`config.mk`:
```
export PLATFORM = sky130hd
export DESIGN_NAME = div_iter_unit
export DESIGN_NICKNAME = d
export VERILOG_FILES = /design/src/rtl/div_iter_unit.sv
export SDC_FILE = /design/constraint.sdc
export NUM_CORES = 1
export LEC_CHECK = 0
export CORE_MARGIN = 1
export CORE_UTILIZATION = 31
export DETAILED_ROUTE_END_ITERATION = 10
export GPL_TIMING_DRIVEN = 0
export PLACE_DENSITY = 0.54
export SLEW_MARGIN = 20
export SYNTH_ARGS = -nofsm -noshare
export SYNTH_HDL_FRONTEND = slang
export SYNTH_SLANG_ARGS = --single-unit
```
`constraint.sdc`:
```
create_clock -name clk -period 7.9 [get_ports clk]
set_input_delay 1.975 -clock clk [delete_from_list [all_inputs] [get_ports clk]]
set_output_delay 1.975 -clock clk [all_outputs]
set_load 0.02 [all_outputs]
```
`src/rtl/div_iter_unit.sv`:
```
// Radix-2 restoring divider for RV32M DIV/DIVU/REM/REMU, one quotient bit per cycle.
// Ports: clk, rst_n, i_valid/o_ready request, i_op/i_rs1/i_rs2/i_rd, i_flush, o_valid/o_result/o_rd/i_ack.
module div_iter_unit #(
  parameter int XLEN = 32
) (
  input  logic            clk,
  input  logic            rst_n,
  input  logic            i_valid,
  output logic            o_ready,
  input  logic [1:0]      i_op,
  input  logic [XLEN-1:0] i_rs1,
  input  logic [XLEN-1:0] i_rs2,
  input  logic [4:0]      i_rd,
  input  logic            i_flush,
  output logic            o_valid,
  output logic [XLEN-1:0] o_result,
  output logic [4:0]      o_rd,
  input  logic            i_ack
);

  localparam int CW = $clog2(XLEN);
  localparam logic [XLEN-1:0] MIN_INT = {1'b1, {(XLEN-1){1'b0}}};

  typedef enum logic [1:0] {IDLE, CALC, FIXUP, DONE} state_t;

  state_t state_q, state_d;

  logic [CW-1:0]   cnt_q;
  logic [1:0]      op_q;
  logic            s1_q, s2_q;
  logic [XLEN-1:0] rem_q, quo_q, dvs_q;

  logic            accept, is_signed, div_zero, ovf;
  logic [XLEN-1:0] mag1, mag2, fix_res;
  logic [XLEN:0]   rem_sh, diff;

  assign o_ready = (state_q == IDLE);
  assign o_valid = (state_q == DONE);

  assign accept    = i_valid & o_ready & ~i_flush;
  assign is_signed = ~i_op[0];
  assign mag1      = (is_signed && i_rs1[XLEN-1]) ? -i_rs1 : i_rs1;
  assign mag2      = (is_signed && i_rs2[XLEN-1]) ? -i_rs2 : i_rs2;
  assign div_zero  = (i_rs2 == '0);
  assign ovf       = is_signed && (i_rs1 == MIN_INT) && (i_rs2 == '1);

  // The shifted remainder can reach 2*divisor-1, so the extra top bit
  // both holds the carried-in bit and signals a negative trial result.
  assign rem_sh = {rem_q, quo_q[XLEN-1]};
  assign diff   = rem_sh - {1'b0, dvs_q};

  always_comb begin
    fix_res = rem_q;
    unique case (op_q)
      2'b00: fix_res = (s1_q ^ s2_q) ? -quo_q : quo_q;
      2'b01: fix_res = quo_q;
      2'b10: fix_res = s1_q ? -rem_q : rem_q;
      2'b11: fix_res = rem_q;
      default: fix_res = rem_q;
    endcase
  end

  always_comb begin
    state_d = state_q;
    unique case (state_q)
      IDLE:  if (accept) state_d = (div_zero || ovf) ? DONE : CALC;
      CALC:  if (cnt_q == '0) state_d = FIXUP;
      FIXUP: state_d = DONE;
      DONE:  if (i_ack) state_d = IDLE;
      default: state_d = IDLE;
    endcase
    if (i_flush) state_d = IDLE;
  end

  always_ff @(posedge clk or negedge rst_n) begin
    if (!rst_n) state_q <= IDLE;
    else        state_q <= state_d;
  end

  always_ff @(posedge clk or negedge rst_n) begin
    if (!rst_n) begin
      cnt_q    <= '0;
      op_q     <= '0;
      s1_q     <= 1'b0;
      s2_q     <= 1'b0;
      rem_q    <= '0;
      quo_q    <= '0;
      dvs_q    <= '0;
      o_result <= '0;
      o_rd     <= '0;
    end else begin
      if (accept) begin
        op_q  <= i_op;
        o_rd  <= i_rd;
        s1_q  <= is_signed & i_rs1[XLEN-1];
        s2_q  <= is_signed & i_rs2[XLEN-1];
        rem_q <= '0;
        quo_q <= mag1;
        dvs_q <= mag2;
        cnt_q <= CW'(XLEN-1);
        if (div_zero)
          o_result <= i_op[1] ? i_rs1 : '1;
        else if (ovf)
          o_result <= i_op[1] ? '0 : i_rs1;
      end
      if (state_q == CALC) begin
        quo_q <= {quo_q[XLEN-2:0], ~diff[XLEN]};
        rem_q <= diff[XLEN] ? rem_sh[XLEN-1:0] : diff[XLEN-1:0];
        if (cnt_q != '0) cnt_q <= cnt_q - 1'b1;
      end
      if (state_q == FIXUP) o_result <= fix_res;
    end
  end

endmodule

```
==> reports/metrics.csv, run 1 <==
stage,metric,value,unit
outcome,outcome,"finished, final reports clean",
hold_path,hold_path.class,reg2reg,
place,placed_cells,2019,
power_and_ir_drop,combinationalPowerShare,0.574,
place,hpwl,30.4,mm
job,cap_violations,0,
finish,instances_no_fill,2051,
yosys,synth_edf_count,0,
worst_setup_path,r2r_setup_slack,4230,ps
clock_tree,cts_hold_buf,0,
die,fp.dieW,194,um
timing,max_freq,198,MHz
timing,setup_tns,0,ps
yosys,netlist_top_cells_area,"dfrtp_1 (32%), nand2_1 (6.5%), o21ai_0 (6.1%), a21oi_1 (6.0%), xor2_1 (5.5%)",
power_and_ir_drop,internal_power,2.77,mW
clock_tree,clk_path_buf_depth,2,
global_routing,grt_first_pass_wirelength,61.7,mm
drt,post-route-drc-count,0,
die,die_y,194,um
drt,drt-initial-drc-count,703,
yosys,syn_nets,1562,
power_and_ir_drop,switching_share,0.472,
finish,post-route-cell-area,0.0137,mm^2
worst_setup_path,regToRegStartpoint,quo_q[31],
yosys,ys_ff_latch,144,
die,initial_core_util,0.318,
timing,relSlewSlack,0.394,
worst_setup_path,rr_endpoint,rem_q[25],
die,rows,69,
timing,finalCritPeriodShare,0.638,
finish,multi_input_area,0.00717,mm^2
global_routing,grt_use_total,0.210,
power_and_ir_drop,switching_power,2.48,mW
yosys,synth_top_cell_by_area,dfrtp_1,
yosys,seq_area_frac_synth,0.316,
place,placed_area,0.0131,mm^2
clock_tree,clk_pin_slew_worst_paths,70,ps
drt,postRouteAntennaNets,0,
timing,worst_pin_slew,909,ps
yosys,syn_area,0.0114,mm^2
timing,skew,11.9,ps
global_routing,grt_pass1_vias,10700,
die,coreArea,0.0358,mm^2
timing,hold_ws,478,ps
drt,viasPerCell,5.36,
worst_setup_path,reg2reg_depth,13,
clock_tree,post_cts_buffers,0,
finish,finalNetCount,1696,
yosys,synthFlopType,dfrtp_1,
finish,drive_gt1_frac,0.0566,
yosys,async_flop_share,1.00,
finish,fillerInstances,3709,
worst_setup_path,crit_type,in2reg,
timing,fin_ws,2860,ps
power_and_ir_drop,clockPowerShare,0.158,
yosys,synth_cell_types,80,
timing,rsz0062_at_grt,no,
timing,setup_violations,0,
worst_setup_path,critPathCapture,o_result[30],
power_and_ir_drop,powerDensity,382,mW/mm^2
drt,vias,11000,
clock_tree,numClockSinks,144,
power_and_ir_drop,peakVddDrop,0.159,mV
yosys,synth_commonest_cells,"nand2_1 (196), dfrtp_1 (144), o21ai_0 (138)",
yosys,post-synth-top-count-cell,nand2_1,
power_and_ir_drop,sequentialPowerShare,0.268,
clock_tree,clockRootBuffer,clkbuf_16,
drt,dr.pass1.iters,5,
worst_setup_path,cp_max_fo,10,
drt,finalWirelength,39.0,mm
global_routing,antenna_found_initial,0,
timing,min_period,5040,ps
yosys,yosys_warnings,0,
drt,dr_wl_met3,1.93,mm
clock_tree,cts.htree.levels,4,
power_and_ir_drop,p_leak,5.54,nW
place,pre_cts_ws,2460,ps
yosys,synth_area_per_cell,7.90,um^2
finish,regArea,0.00360,mm^2
finish,fin_util,0.383,
clock_tree,cts_buffers,17,
drt,routed-wl-met2,18.0,mm
global_routing,grt_max_degree,86,
drt,wl_per_cell,19.0,um
clock_tree,insertion_delay,440,ps
drt,met1Wirelength,18.3,mm
die,die_area,0.0375,mm^2
timing,finalHoldViolCount,0,
drt,routed.top_layer,met4,
clock_tree,tritoncts,yes,
yosys,synth_cells,1443,
worst_setup_path,start_kind,primary input,
worst_setup_path,crit_start,i_rs2[6],
place,gp_congestion,0.897,
worst_setup_path,cp.arrival,5400,ps
worst_setup_path,worstPathRequired,8260,ps
die,io_pins,115,
worst_setup_path,end_kind,flop,
timing,maxSlewViolCount,0,
yosys,netlist.area_leader.share,0.316,
finish,area_delta_synth_final,20.5,%
power_and_ir_drop,finalPower,5.24,mW
global_routing,overflow,0,
clock_tree,post_cts_resized,0,
finish,diodes,0,
place,port_buffers,114,
[kinds of logic after synthesis]
logic type,Yosys count,synth area share
fa+ha+maj,43,0.0479
simple gates,477,0.204
mux,21,0.0186
compound gates,463,0.248
xor+xnor,142,0.111
flops,144,0.316
buf+inv,153,0.0542
[routing by layer]
metal | vias up | GRT usage
met3 | 41 | 0.0343
li1 | 5406 | -
met2 | 290 | 0.347
met4 | 0 | 0.0575
met5 | - | 0
met1 | 5266 | 0.282
[sequential cells by signal (all words and copies together), names as in the netlist]
register  flops
o_rd          5
o_result     32
op_q          2
rem_q        32
quo_q        32
s1_q          1
state_q       2
s2_q          1
cnt_q         5
dvs_q        32
[power groups by stage]
stage	Combinational, mW	Sequential, mW	Clock, mW
after floorplan	2.02	1.41	0
after global placement	2.95	1.40	0
after detailed placement	2.98	1.41	0
after CTS	3.00	1.40	0.843
after global routing	3.32	1.45	0.872
final	3.01	1.40	0.831
[how the worst min path moves through the flow]
| stage | from | endpoint | slack [ps] | depth (start not counted) |
|---|---|---|---|---|
| after floorplan | dvs_q[10] | dvs_q[10] | 450 | 2 |
| after global placement | dvs_q[16] | dvs_q[16] | 460 | 2 |
| after detailed placement | o_rd[4] | o_rd[4] | 470 | 2 |
| after CTS | o_rd[4] | o_rd[4] | 480 | 2 |
| after global routing | o_rd[3] | o_rd[3] | 500 | 2 |
| final | o_rd[2] | o_rd[2] | 480 | 2 |
[cells in the final DEF (no fill, tap or decap), types with 6 or more instances in the layout]
cell,instances
nand2_1,196
dfrtp_1,144
o21ai_0,138
a21oi_1,137
nor2_1,116
clkdlybuf4s50_1,113
xor2_1,71
xnor2_1,70
inv_1,67
clkbuf_1,65
ha_1,42
a211oi_1,33
nor3_1,25
nand3_1,23
o31ai_1,22
o21ai_1,21
mux2i_1,20
or3_1,19
a21o_1,18
clkbuf_16,17
nand4_1,14
o22ai_1,13
o211ai_1,13
a31oi_1,13
o221ai_1,13
nand2b_1,11
buf_2,11
o41ai_1,9
or4_1,9
nor2b_1,8
nand3b_1,6
nor4_1,6
o21a_1,6
clkinvlp_4,6
[worst max-delay path, stage by stage]
cell	delay, ps
clkdlybuf4s50_1	510
or4_4	610
nor4_4	250
nand4_2	280
nor4_4	760
and2b_1	300
buf_2	270
o21ai_0	110
nor2_1	100
a211oi_1	60
a21oi_1	150
[layout make-up]
cell class / instances / share of cell area
buffer: 85 / 0.0264
clock buffer: 20 / 0.0325
clock inverter: 12 / 0.00993
inverter: 68 / 0.0186
multi-input combinational: 1146 / 0.523
sequential: 144 / 0.262
tap: 461 / 0.0420
timing repair buffer: 115 / 0.0855
No activity file was read; power rests on OpenSTA's default activity.
==> inputs of run 2 (changes only) <==
- PLACE_DENSITY: 0.54 -> 0.55
- clock period: 7.9 -> 4.45 ns (I/O delays scaled with it)
==> reports/metrics.csv, run 2 (synthesis gave the netlist of run 1 again) <==
stage,metric,value,unit,change
outcome,outcome,"finished, final reports clean",,
worst_setup_path,crit_type,in2reg,,
timing,min_period,4210,ps,
drt,dr.pass1.iters,5,,unchanged
drt,vias,11100,,+0.99%
clock_tree,clockRootBuffer,clkbuf_16,,
power_and_ir_drop,powerDensity,678,mW/mm^2,+77%
finish,fillerInstances,3762,,+1.4%
place,hpwl,30.4,mm,+0.10%
die,coreArea,0.0358,mm^2,unchanged
place,gp_congestion,0.910,,+1.5%
clock_tree,clk_path_buf_depth,2,,unchanged
clock_tree,post_cts_resized,0,,unchanged
finish,diodes,0,,unchanged
power_and_ir_drop,p_leak,5.54,nW,about the same
finish,final_cell_mix,"nand2_1 (196), dfrtp_1 (144), o21ai_0 (138)",,
die,initial_core_util,0.318,,unchanged
clock_tree,insertion_delay,440,ps,about the same
job,cap_violations,0,,unchanged
clock_tree,cts_buffers,17,,unchanged
die,io_pins,115,,unchanged
finish,drive_gt1_frac,0.0579,,+0.00126
die,die_area,0.0375,mm^2,unchanged
timing,setup_violations,0,,unchanged
global_routing,grt_first_pass_wirelength,61.5,mm,-0.31%
global_routing,antenna_found_initial,1,,+1
drt,wl_per_cell,19.1,um,+0.63%
worst_setup_path,regToRegStartpoint,quo_q[31],,
hold_path,hold_path.class,reg2reg,,
timing,hold_ws,474,ps,-3.66 ps
worst_setup_path,cp.arrival,4570,ps,-830 ps
timing,relSlewSlack,0.356,,-0.0382
worst_setup_path,crit_start,i_rs2[6],,
worst_setup_path,path_common_cell,nor4_4,,
hold_path,hold-path-cell-count,2,,unchanged
place,port_buffers,114,,unchanged
clock_tree,clk_pin_slew_worst_paths,70,ps,about the same
global_routing,overflow,0,,unchanged
worst_setup_path,end_kind,flop,,
power_and_ir_drop,finalPower,9.30,mW,+77%
drt,finalWirelength,39.2,mm,+0.63%
drt,viasPerCell,5.42,,+0.99%
timing,skew,17.8,ps,+5.87 ps
worst_setup_path,cp_max_fo,10,,unchanged
global_routing,grt_max_degree,77,,-10%
die,die_y,194,um,unchanged
global_routing,grt_pass1_vias,10700,,-0.11%
die,fp.dieW,194,um,unchanged
clock_tree,cts.htree.levels,4,,unchanged
clock_tree,tritoncts,yes,,
worst_setup_path,worstPathRequired,4810,ps,-3450 ps
finish,multi_input_area,0.00717,mm^2,unchanged
power_and_ir_drop,peakVddDrop,0.297,mV,+87%
timing,max_freq,237,MHz,
worst_setup_path,reg2reg_depth,13,,unchanged
die,rows,69,,unchanged
timing,worst_pin_slew,966,ps,+57.3 ps
drt,drt-initial-drc-count,725,,+3.1%
clock_tree,cts_hold_buf,0,,unchanged
hold_path,hold_start,o_rd[2],,
worst_setup_path,critPathTopFamily,simple AND/OR/NAND/NOR gates,,
global_routing,grt_use_total,0.209,,-0.000705
clock_tree,post_cts_buffers,0,,unchanged
worst_setup_path,rr_endpoint,rem_q[25],,
worst_setup_path,crit_chain,clkdlybuf4s50_1 -> or4_4 -> nor4_4 -> nand4_2 -> nor4_4 -> and2b_1 -> buf_2 -> o21ai_0 -> nor2_1 -> a211oi_1 -> a21oi_1,,
timing,rsz0062_at_grt,no,,
timing,fin_ws,238,ps,-2620 ps
clock_tree,numClockSinks,144,,unchanged
finish,area_delta_synth_final,20.4,%,about the same
timing,finalCritPeriodShare,0.947,,
worst_setup_path,start_kind,primary input,,
worst_setup_path,path_buf_inv,2,,unchanged
drt,postRouteAntennaNets,0,,unchanged
timing,finalHoldViolCount,0,,unchanged
finish,final_common_cell,nand2_1,,
place,pre_cts_ws,-156,ps,-2610 ps
hold_path,hold_path_end,o_rd[2],,
worst_setup_path,r2r_setup_slack,720,ps,-3510 ps
worst_setup_path,critPathSlowestCell,nor4_4,,
finish,regArea,0.00360,mm^2,unchanged
finish,finalNetCount,1696,,unchanged
timing,maxSlewViolCount,0,,unchanged
worst_setup_path,slowest_delay,760,ps,about the same
drt,post-route-drc-count,0,,unchanged
==> run 2: changes by cell type in the layout (fill, tap and decap cells not counted), sizes merged <==
| cell | previous run | this run |
|---|---|---|
| inv | 69 | 75 |
| clkbuf | 83 | 80 |
| clkinv | 3 | 1 |
| bufinv | 2 | 1 |
==> run 2: worst max-delay path by stage <==
stage | to | cells after the start | slack (ps)
floorplan | o_result[11] | 9 | 1110
global placement | o_rd[1] | 1 | -4160
detailed placement | o_result[28] | 11 | -160
CTS | o_result[28] | 11 | 290
global route | o_result[28] | 11 | 80
finish | o_result[28] | 11 | 240
==> run 2: metal layers <==
layer / part of all wire / track usage / vias to the layer above
li1: - / - / 5409
met1: 0.46 / 0.286 / 5319
met2: 0.46 / 0.339 / 328
met3: 0.056 / 0.0358 / 56
met4: 0.021 / 0.0587 / 0
met5: 0 / 0 / -
==> run 2: final cells by class <==
cell class / instances / share of cell area
multi-input cells: 1146 / 0.523
plain buffers: 85 / 0.0265
inverters: 68 / 0.0186
repair buffers: 115 / 0.0856
flip-flops and latches: 144 / 0.263
clock buffers: 17 / 0.0310
clock inverters: 15 / 0.0108
well taps: 461 / 0.0420
==> run 2: stage by stage <==
stage	setup TNS [ps]	std cells	utilization	cell area (um^2)
finish	0	2051	0.383	13700
global route	0	2051	0.383	13700
CTS	0	2051	0.383	13700
detailed placement	-2490	2019	0.367	13100
global placement	-595750	2018	0.366	13100
floorplan	0	1443	-	11400
==> run 2: tightest hold or removal path, cell delays in order (launching register included) <==
cell	delay [ps]
dfrtp_1	340
nand2_1	50
nand2_1	50
==> run 2: report_power, final <==
group	switching [mW]	internal [mW]
clock network	0.675	0.785
registers	0.639	1.85
logic	3.13	2.22
==> inputs of run 3 (changes only) <==
- HOLD_SLACK_MARGIN: default -> 0.12
==> results of run 3 <==
The final DEF is identical to that of run 2; final timing and power are the same.
